--- config.mk ---
export PLATFORM = sky130hd
export DESIGN_NAME = pwm_adc_scan_ctrl
export DESIGN_NICKNAME = d
export VERILOG_FILES = /design/src/rtl/pwm_adc_pkg.sv /design/src/rtl/pwm_adc_avg.sv /design/src/rtl/pwm_adc_scan_ctrl.sv
export SDC_FILE = /design/constraint.sdc
export NUM_CORES = 1
export LEC_CHECK = 0
export ABC_AREA = 1
export CORE_MARGIN = 2
export CORE_UTILIZATION = 55
export CTS_CLUSTER_SIZE = 12
export DETAILED_ROUTE_END_ITERATION = 8
export GPL_ROUTABILITY_DRIVEN = 0
export PLACE_DENSITY_LB_ADDON = 0.12
export REMOVE_ABC_BUFFERS = 1
export SLEW_MARGIN = 5
export SYNTH_ARGS = -nofsm -noshare
export SYNTH_HDL_FRONTEND = slang
export SYNTH_SLANG_ARGS = --single-unit
--- constraint.sdc ---
create_clock -name clk_i -period 2.4 [get_ports clk_i]
set_input_delay 0.24 -clock clk_i [delete_from_list [all_inputs] [get_ports clk_i]]
set_output_delay 0.24 -clock clk_i [all_outputs]
set_load 0.01 [all_outputs]
--- src/rtl/pwm_adc_pkg.sv ---
// Shared types and helpers for the multiplexed PWM-ADC scan controller.
// Holds the sequencer state encoding and the channel priority picker.
package pwm_adc_pkg;

  localparam int ADC_W = 8;
  localparam int CNT_W = 16;

  typedef enum logic [2:0] {
    ST_IDLE    = 3'd0,
    ST_SETTLE  = 3'd1,
    ST_DISCARD = 3'd2,
    ST_ACCUM   = 3'd3,
    ST_OUTPUT  = 3'd4,
    ST_NEXT    = 3'd5
  } state_t;

  typedef struct packed {
    logic       found;
    logic [3:0] idx;
  } ch_pick_t;

  // Lowest set bit of mask at or above 'from'; scanning downward leaves the lowest hit.
  function automatic ch_pick_t pick_channel(input logic [15:0] mask, input logic [4:0] from);
    ch_pick_t p;
    p = '0;
    for (int unsigned i = 16; i > 0; i--) begin
      if (mask[i-1] && (5'(i - 1) >= from)) begin
        p.found = 1'b1;
        p.idx   = 4'(i - 1);
      end
    end
    return p;
  endfunction

endpackage

--- src/rtl/pwm_adc_avg.sv ---
// Sample accumulator for one channel: sums 2^AVG_LOG2 conversions and
// exposes the truncated average including the sample arriving this cycle.
module pwm_adc_avg
  import pwm_adc_pkg::*;
#(
  parameter int AVG_LOG2 = 2
) (
  input  logic             clk,
  input  logic             rst_n,
  input  logic             clr,
  input  logic             sample,
  input  logic [ADC_W-1:0] data,
  output logic [ADC_W-1:0] avg,
  output logic             last
);

  localparam int ACC_W = ADC_W + AVG_LOG2;
  typedef logic [AVG_LOG2:0] cnt_t;
  localparam cnt_t LAST_CNT = cnt_t'((1 << AVG_LOG2) - 1);

  logic [ACC_W-1:0] acc_q;
  logic [ACC_W-1:0] sum;
  cnt_t             cnt_q;

  always_comb begin
    sum  = acc_q + ACC_W'(data);
    avg  = sum[AVG_LOG2 +: ADC_W];
    last = (cnt_q == LAST_CNT);
  end

  always_ff @(posedge clk or negedge rst_n) begin
    if (!rst_n) begin
      acc_q <= '0;
      cnt_q <= '0;
    end else if (clr) begin
      acc_q <= '0;
      cnt_q <= '0;
    end else if (sample) begin
      acc_q <= sum;
      cnt_q <= cnt_q + 1'b1;
    end
  end

endmodule

--- src/rtl/pwm_adc_scan_ctrl.sv ---
// Scan sequencer sharing one PWM tracking ADC across NUM_CH mux inputs:
// settle, discard stale conversions, average, and emit one tagged result per channel.
module pwm_adc_scan_ctrl
  import pwm_adc_pkg::*;
#(
  parameter int NUM_CH      = 4,
  parameter int CH_W        = 2,
  parameter int SETTLE_CYC  = 256,
  parameter int DISCARD     = 2,
  parameter int AVG_LOG2    = 2,
  parameter int TIMEOUT_CYC = 65535
) (
  input  logic              clk_i,
  input  logic              rst_n_i,
  input  logic              start_i,
  input  logic              cont_i,
  input  logic              stop_i,
  input  logic [NUM_CH-1:0] ch_mask_i,
  input  logic [ADC_W-1:0]  adc_data_i,
  input  logic              adc_done_i,
  output logic [CH_W-1:0]   mux_sel_o,
  output logic [ADC_W-1:0]  res_data_o,
  output logic [CH_W-1:0]   res_ch_o,
  output logic              res_valid_o,
  output logic              timeout_o,
  output logic              busy_o
);

  localparam logic [CNT_W-1:0] SETTLE_LAST = CNT_W'(SETTLE_CYC - 1);
  localparam logic [CNT_W-1:0] WD_LAST     = CNT_W'(TIMEOUT_CYC - 1);
  localparam logic [3:0]       DISC_LAST   = 4'(DISCARD - 1);

  state_t            state;
  logic [NUM_CH-1:0] mask_q;
  logic              cont_q;
  logic [CH_W-1:0]   ch_q;
  logic [CNT_W-1:0]  settle_cnt;
  logic [CNT_W-1:0]  wd_cnt;
  logic [3:0]        disc_cnt;
  ch_pick_t          pick_low;
  ch_pick_t          pick_up;
  logic              avg_clr;
  logic              avg_sample;
  logic              avg_last;
  logic              wd_hit;
  logic [ADC_W-1:0]  avg_value;

  always_comb begin
    pick_low   = pick_channel(16'(ch_mask_i), 5'd0);
    pick_up    = pick_channel(16'(mask_q), 5'(ch_q) + 5'd1);
    avg_clr    = (state == ST_SETTLE);
    avg_sample = (state == ST_ACCUM) && adc_done_i && !stop_i;
    wd_hit     = (wd_cnt == WD_LAST);
  end

  pwm_adc_avg #(
    .AVG_LOG2(AVG_LOG2)
  ) u_avg (
    .clk   (clk_i),
    .rst_n (rst_n_i),
    .clr   (avg_clr),
    .sample(avg_sample),
    .data  (adc_data_i),
    .avg   (avg_value),
    .last  (avg_last)
  );

  // Results are registered on the edge that enters OUTPUT, so the strobe
  // lands in the cycle right after the final accepted conversion.
  always_ff @(posedge clk_i or negedge rst_n_i) begin
    if (!rst_n_i) begin
      state       <= ST_IDLE;
      mask_q      <= '0;
      cont_q      <= 1'b0;
      ch_q        <= '0;
      settle_cnt  <= '0;
      wd_cnt      <= '0;
      disc_cnt    <= '0;
      mux_sel_o   <= '0;
      res_data_o  <= '0;
      res_ch_o    <= '0;
      res_valid_o <= 1'b0;
      timeout_o   <= 1'b0;
      busy_o      <= 1'b0;
    end else begin
      res_valid_o <= 1'b0;
      if (state != ST_IDLE && stop_i) begin
        state  <= ST_IDLE;
        busy_o <= 1'b0;
      end else begin
        case (state)
          ST_IDLE: begin
            if (start_i && !stop_i && pick_low.found) begin
              mask_q     <= ch_mask_i;
              cont_q     <= cont_i;
              ch_q       <= CH_W'(pick_low.idx);
              mux_sel_o  <= CH_W'(pick_low.idx);
              settle_cnt <= '0;
              busy_o     <= 1'b1;
              state      <= ST_SETTLE;
            end
          end
          ST_SETTLE: begin
            if (settle_cnt == SETTLE_LAST) begin
              settle_cnt <= '0;
              wd_cnt     <= '0;
              disc_cnt   <= '0;
              state      <= (DISCARD == 0) ? ST_ACCUM : ST_DISCARD;
            end else begin
              settle_cnt <= settle_cnt + 1'b1;
            end
          end
          ST_DISCARD: begin
            if (adc_done_i) begin
              wd_cnt <= '0;
              if (disc_cnt == DISC_LAST) state <= ST_ACCUM;
              else disc_cnt <= disc_cnt + 1'b1;
            end else if (wd_hit) begin
              res_data_o  <= '0;
              res_ch_o    <= ch_q;
              timeout_o   <= 1'b1;
              res_valid_o <= 1'b1;
              state       <= ST_OUTPUT;
            end else begin
              wd_cnt <= wd_cnt + 1'b1;
            end
          end
          ST_ACCUM: begin
            if (adc_done_i) begin
              wd_cnt <= '0;
              if (avg_last) begin
                res_data_o  <= avg_value;
                res_ch_o    <= ch_q;
                timeout_o   <= 1'b0;
                res_valid_o <= 1'b1;
                state       <= ST_OUTPUT;
              end
            end else if (wd_hit) begin
              res_data_o  <= '0;
              res_ch_o    <= ch_q;
              timeout_o   <= 1'b1;
              res_valid_o <= 1'b1;
              state       <= ST_OUTPUT;
            end else begin
              wd_cnt <= wd_cnt + 1'b1;
            end
          end
          ST_OUTPUT: begin
            // Ending a single scan drops busy here so it falls right after the strobe.
            if (!cont_q && !pick_up.found) busy_o <= 1'b0;
            state <= ST_NEXT;
          end
          ST_NEXT: begin
            settle_cnt <= '0;
            if (pick_up.found) begin
              ch_q      <= CH_W'(pick_up.idx);
              mux_sel_o <= CH_W'(pick_up.idx);
              state     <= ST_SETTLE;
            end else if (cont_q && pick_low.found) begin
              mask_q    <= ch_mask_i;
              ch_q      <= CH_W'(pick_low.idx);
              mux_sel_o <= CH_W'(pick_low.idx);
              state     <= ST_SETTLE;
            end else begin
              busy_o <= 1'b0;
              state  <= ST_IDLE;
            end
          end
          default: state <= ST_IDLE;
        endcase
      end
    end
  end

endmodule

==> flow_metrics.tcl <==
set metrics [dict create \
    power_frac_seq 0.358 \
    pre_cts_ws_ns 0.217 \
    port_buffers 32 \
    cp_slowest_stage_delay_ns 0.43 \
    hold_class "input pin to asynchronous set/reset pin" \
    ir_drop_mv 0.464 \
    power.share.clock 0.254 \
    fin_skew_ns 0.00673 \
    p_sw_frac 0.393 \
    finalHoldViolations 0 \
    vias_per_cell 5.43 \
    p_leak_nw 2.41 \
    max_clock_freq_mhz 516 \
    cp.required_ns 2.62 \
    fin_ws_ns 0.462 \
    clk_pin_slew_ns 0.08 \
    grt_pass1_wl_um 17800 \
    ys_seq_area_frac 0.397 \
    initialDrtViolationCount 236 \
    combPwrFrac 0.388 \
    fin_crit_ns 1.94 \
    grt_pass1_vias 3972 \
    critPathArrivalTime_ns 2.16 \
    die_width_um 94.2 \
    grt_max_degree 41 \
    status "finished clean" \
    antenna_found_initial 0 \
    cts_root_buf "clkbuf_8" \
    num_vias 4144 \
    routed_wl_um 10200 \
    slowest_stage "dfrtp_1" \
    power_w 0.00455 \
    area_growth_pct 15.1 \
    cts_tree "built" \
    rsz0062_at_grt "false" \
    num_rows 32 \
    period_share 0.808 \
    crit_chain "ha_1, nand3_1, nor2_2, nand2_2, nand2_2, nand3_2, buf_4, nand2_1, o21ai_0" \
    end_kind "flip-flop" \
    drv_slew 0 \
    dp_cells 746 \
    clockBufferDepth 2 \
    avgSynthCellArea_um2 7.26 \
    relSlewSlack 0.655 \
    cts.sinks 71 \
    cap_violations 0 \
    syn_area_um2 4480 \
    synth_top_area_frac 0.397 \
    io_pins 33 \
    gr-total-overflow 0 \
    dieArea_um2 8880 \
    wl_per_cell_um 13.4 \
    antenna_cells 0 \
    fp.dieH_um 94.2 \
    hold-worst-slack_ns 0.447 \
    ant_nets 0 \
    clk_latency_ns 0.35 \
    coreArea_um2 7810 \
    tightest_slew_ns 0.514 \
    layout.nets 690 \
    crit_path_max_fanout 31 \
    instances_no_fill 763 \
    layout-drive-gt1-share 0.0968 \
    initial_core_util 0.573 \
    htree_levels 3 \
    first_pass_iters 5 \
    synth_cell_type_count 38 \
    post_cts_resized 0 \
    track_usage 0.251 \
    ys_warn_count 0 \
    switching_power_w 0.00179 \
    critical_path_class "flip-flop to flip-flop" \
    powerDensity_nw_per_um2 883 \
    drcViolationCount 0 \
    internal_power_w 0.00276 \
    finalSetupTns_ns 0 \
    synth_area_leaders "dfrtp_1 (40%), nand2_1 (16%), nand3_1 (5.0%)" \
    hpwl_um 7330 \
    start_kind "flip-flop" \
    ys_ff_latch 71 \
    path_common_cell "nand2_2" \
    synth_top_area_cell "dfrtp_1" \
    postSynthCellCount 617 \
    setup_viol 0 \
    cts_buffers 9 \
]
## per-layer routing
metal  GRT usage  routed length, µm
met1       0.328               4760
met2       0.420               4910
met3      0.0570                461
met4      0.0700                 95
met5           0                  0
## cell usage after synthesis
| cell type | count |
|---|---|
| o21ai_1 | 8 |
| nor2_4 | 4 |
| buf_2 | 5 |
| o21a_1 | 1 |
| nand4_1 | 32 |
| nand2_4 | 3 |
| a21oi_2 | 1 |
| a22oi_1 | 1 |
| nor2_1 | 59 |
| nand2_1 | 189 |
| o22ai_1 | 1 |
| nor2_2 | 5 |
| or2_2 | 7 |
| buf_4 | 3 |
| inv_1 | 52 |
| nor3_1 | 9 |
| o21bai_1 | 4 |
| o31ai_1 | 1 |
| inv_2 | 9 |
| nand3_1 | 45 |
| a31oi_1 | 1 |
| xnor2_1 | 4 |
| and2_1 | 1 |
| ha_1 | 15 |
| o21ai_0 | 41 |
| dfrtp_1 | 71 |
| nand2_2 | 9 |
| clkbuf_1 | 2 |
| o211ai_1 | 1 |
| fa_1 | 1 |
| nand3_2 | 2 |
| xor2_1 | 6 |
| o21ai_2 | 2 |
| a22o_1 | 3 |
| buf_6 | 1 |
| nand3b_1 | 3 |
| o2111ai_1 | 1 |
| a21oi_1 | 14 |
## critical path, delay by kind of cell (launching register included)
kind / cells / cell delay (ns)
buffers and inverters: 1 / 0.23
and+or+nand+nor: 6 / 0.84
AOI/OAI and AO/OA: 1 / 0.08
DFF: 1 / 0.43
adders and majority gates: 1 / 0.22
## path summary, 6_finish.rpt
check                                              to                       start  cells after the start  slack [ns]
setup / recovery               wd_cnt[11]$_DFFE_PN0P_   settle_cnt[0]$_DFFE_PN0P_                      9        0.46
hold / removal                    ch_q[0]$_DFFE_PN0P_                     rst_n_i                      3        0.45
setup reg to reg               wd_cnt[11]$_DFFE_PN0P_   settle_cnt[0]$_DFFE_PN0P_                      9        0.46
hold reg to reg            u_avg.cnt_q[0]$_DFFE_PN0P_  u_avg.cnt_q[0]$_DFFE_PN0P_                      1        0.48
max in group asynchronous       wd_cnt[7]$_DFFE_PN0P_                     rst_n_i                      3        1.54
min in group clk_i         u_avg.cnt_q[0]$_DFFE_PN0P_  u_avg.cnt_q[0]$_DFFE_PN0P_                      1        0.48
## area by class of cell
cell class / count / area [µm²]
clock buffers: 14 / 183
clock inverters: 2 / 60.1
fillers: 637 / 2660
inverters: 61 / 229
multi-input cells: 474 / 2400
flip-flops and latches: 71 / 1780
well taps: 102 / 128
repair buffers: 39 / 370
## flip-flops by register name, summed over array words and instances (netlist names)
signal and cells:
cont_q 1, timeout_o 1, state 3, mask_q 3, u_avg.cnt_q 3, u_avg.acc_q 10
res_ch_o 2, wd_cnt 16, res_data_o 8, res_valid_o 1, settle_cnt 16, disc_cnt 4
ch_q 2, busy_o 1
## logic make-up (layout without fill, tap and decap cells)
logic type               after synthesis  after routing  synth area share
flip-flops                            71             71             0.397
XOR/XNOR                              10             10            0.0196
buffers and inverters                 72            116            0.0660
AO/OA/AOI/OAI                         80             80             0.100
AND/OR/NAND/NOR                      368            368             0.371
adder cells (fa/ha/maj)               16             16            0.0464
## what timing repair did
action | in CTS | in global routing
endpoints found under the setup margin | 0 | 0
endpoints found under the hold margin | 71 | 0
hold buffers | 1 | 0
buffers inserted | 0 | 0
## placed cells by master (no fill, tap or decap), types with 2 or more instances in the layout
cell type | netlist | routed
a21oi_1 | 14 | 14
a22o_1 | 3 | 3
buf_4 | 3 | 6
bufinv_16 | 0 | 2
clkbuf_8 | 0 | 13
clkdlybuf4s50_1 | 0 | 31
dfrtp_1 | 71 | 71
ha_1 | 15 | 15
inv_1 | 52 | 52
inv_2 | 9 | 9
nand2_1 | 189 | 189
nand2_2 | 9 | 9
nand2_4 | 3 | 3
nand3_1 | 45 | 45
nand3_2 | 2 | 2
nand3b_1 | 3 | 3
nand4_1 | 32 | 32
nor2_1 | 59 | 59
nor2_2 | 5 | 5
nor2_4 | 4 | 4
nor3_1 | 9 | 9
o21ai_0 | 41 | 41
o21ai_1 | 8 | 8
o21ai_2 | 2 | 2
o21bai_1 | 4 | 4
or2_2 | 7 | 7
xnor2_1 | 4 | 4
xor2_1 | 6 | 6
## power by group through the flow
stage / clock network [W] / registers, W / logic (W)
2_1_floorplan: 0 / 0.00164 / 0.00111
3_3_place_gp: 0 / 0.00164 / 0.00170
3_5_place_dp: 0 / 0.00165 / 0.00174
4_1_cts: 0.00117 / 0.00163 / 0.00176
5_1_grt: 0.00123 / 0.00166 / 0.00197
6_report: 0.00115 / 0.00163 / 0.00177
## stage by stage
stage                util  instance area, µm²
floorplan               -                4410
global placement    0.627                4900
detailed placement  0.627                4900
CTS                 0.660                5150
global route        0.660                5150
finish              0.660                5150
Note: power is estimated with default switching activity, not from simulation.
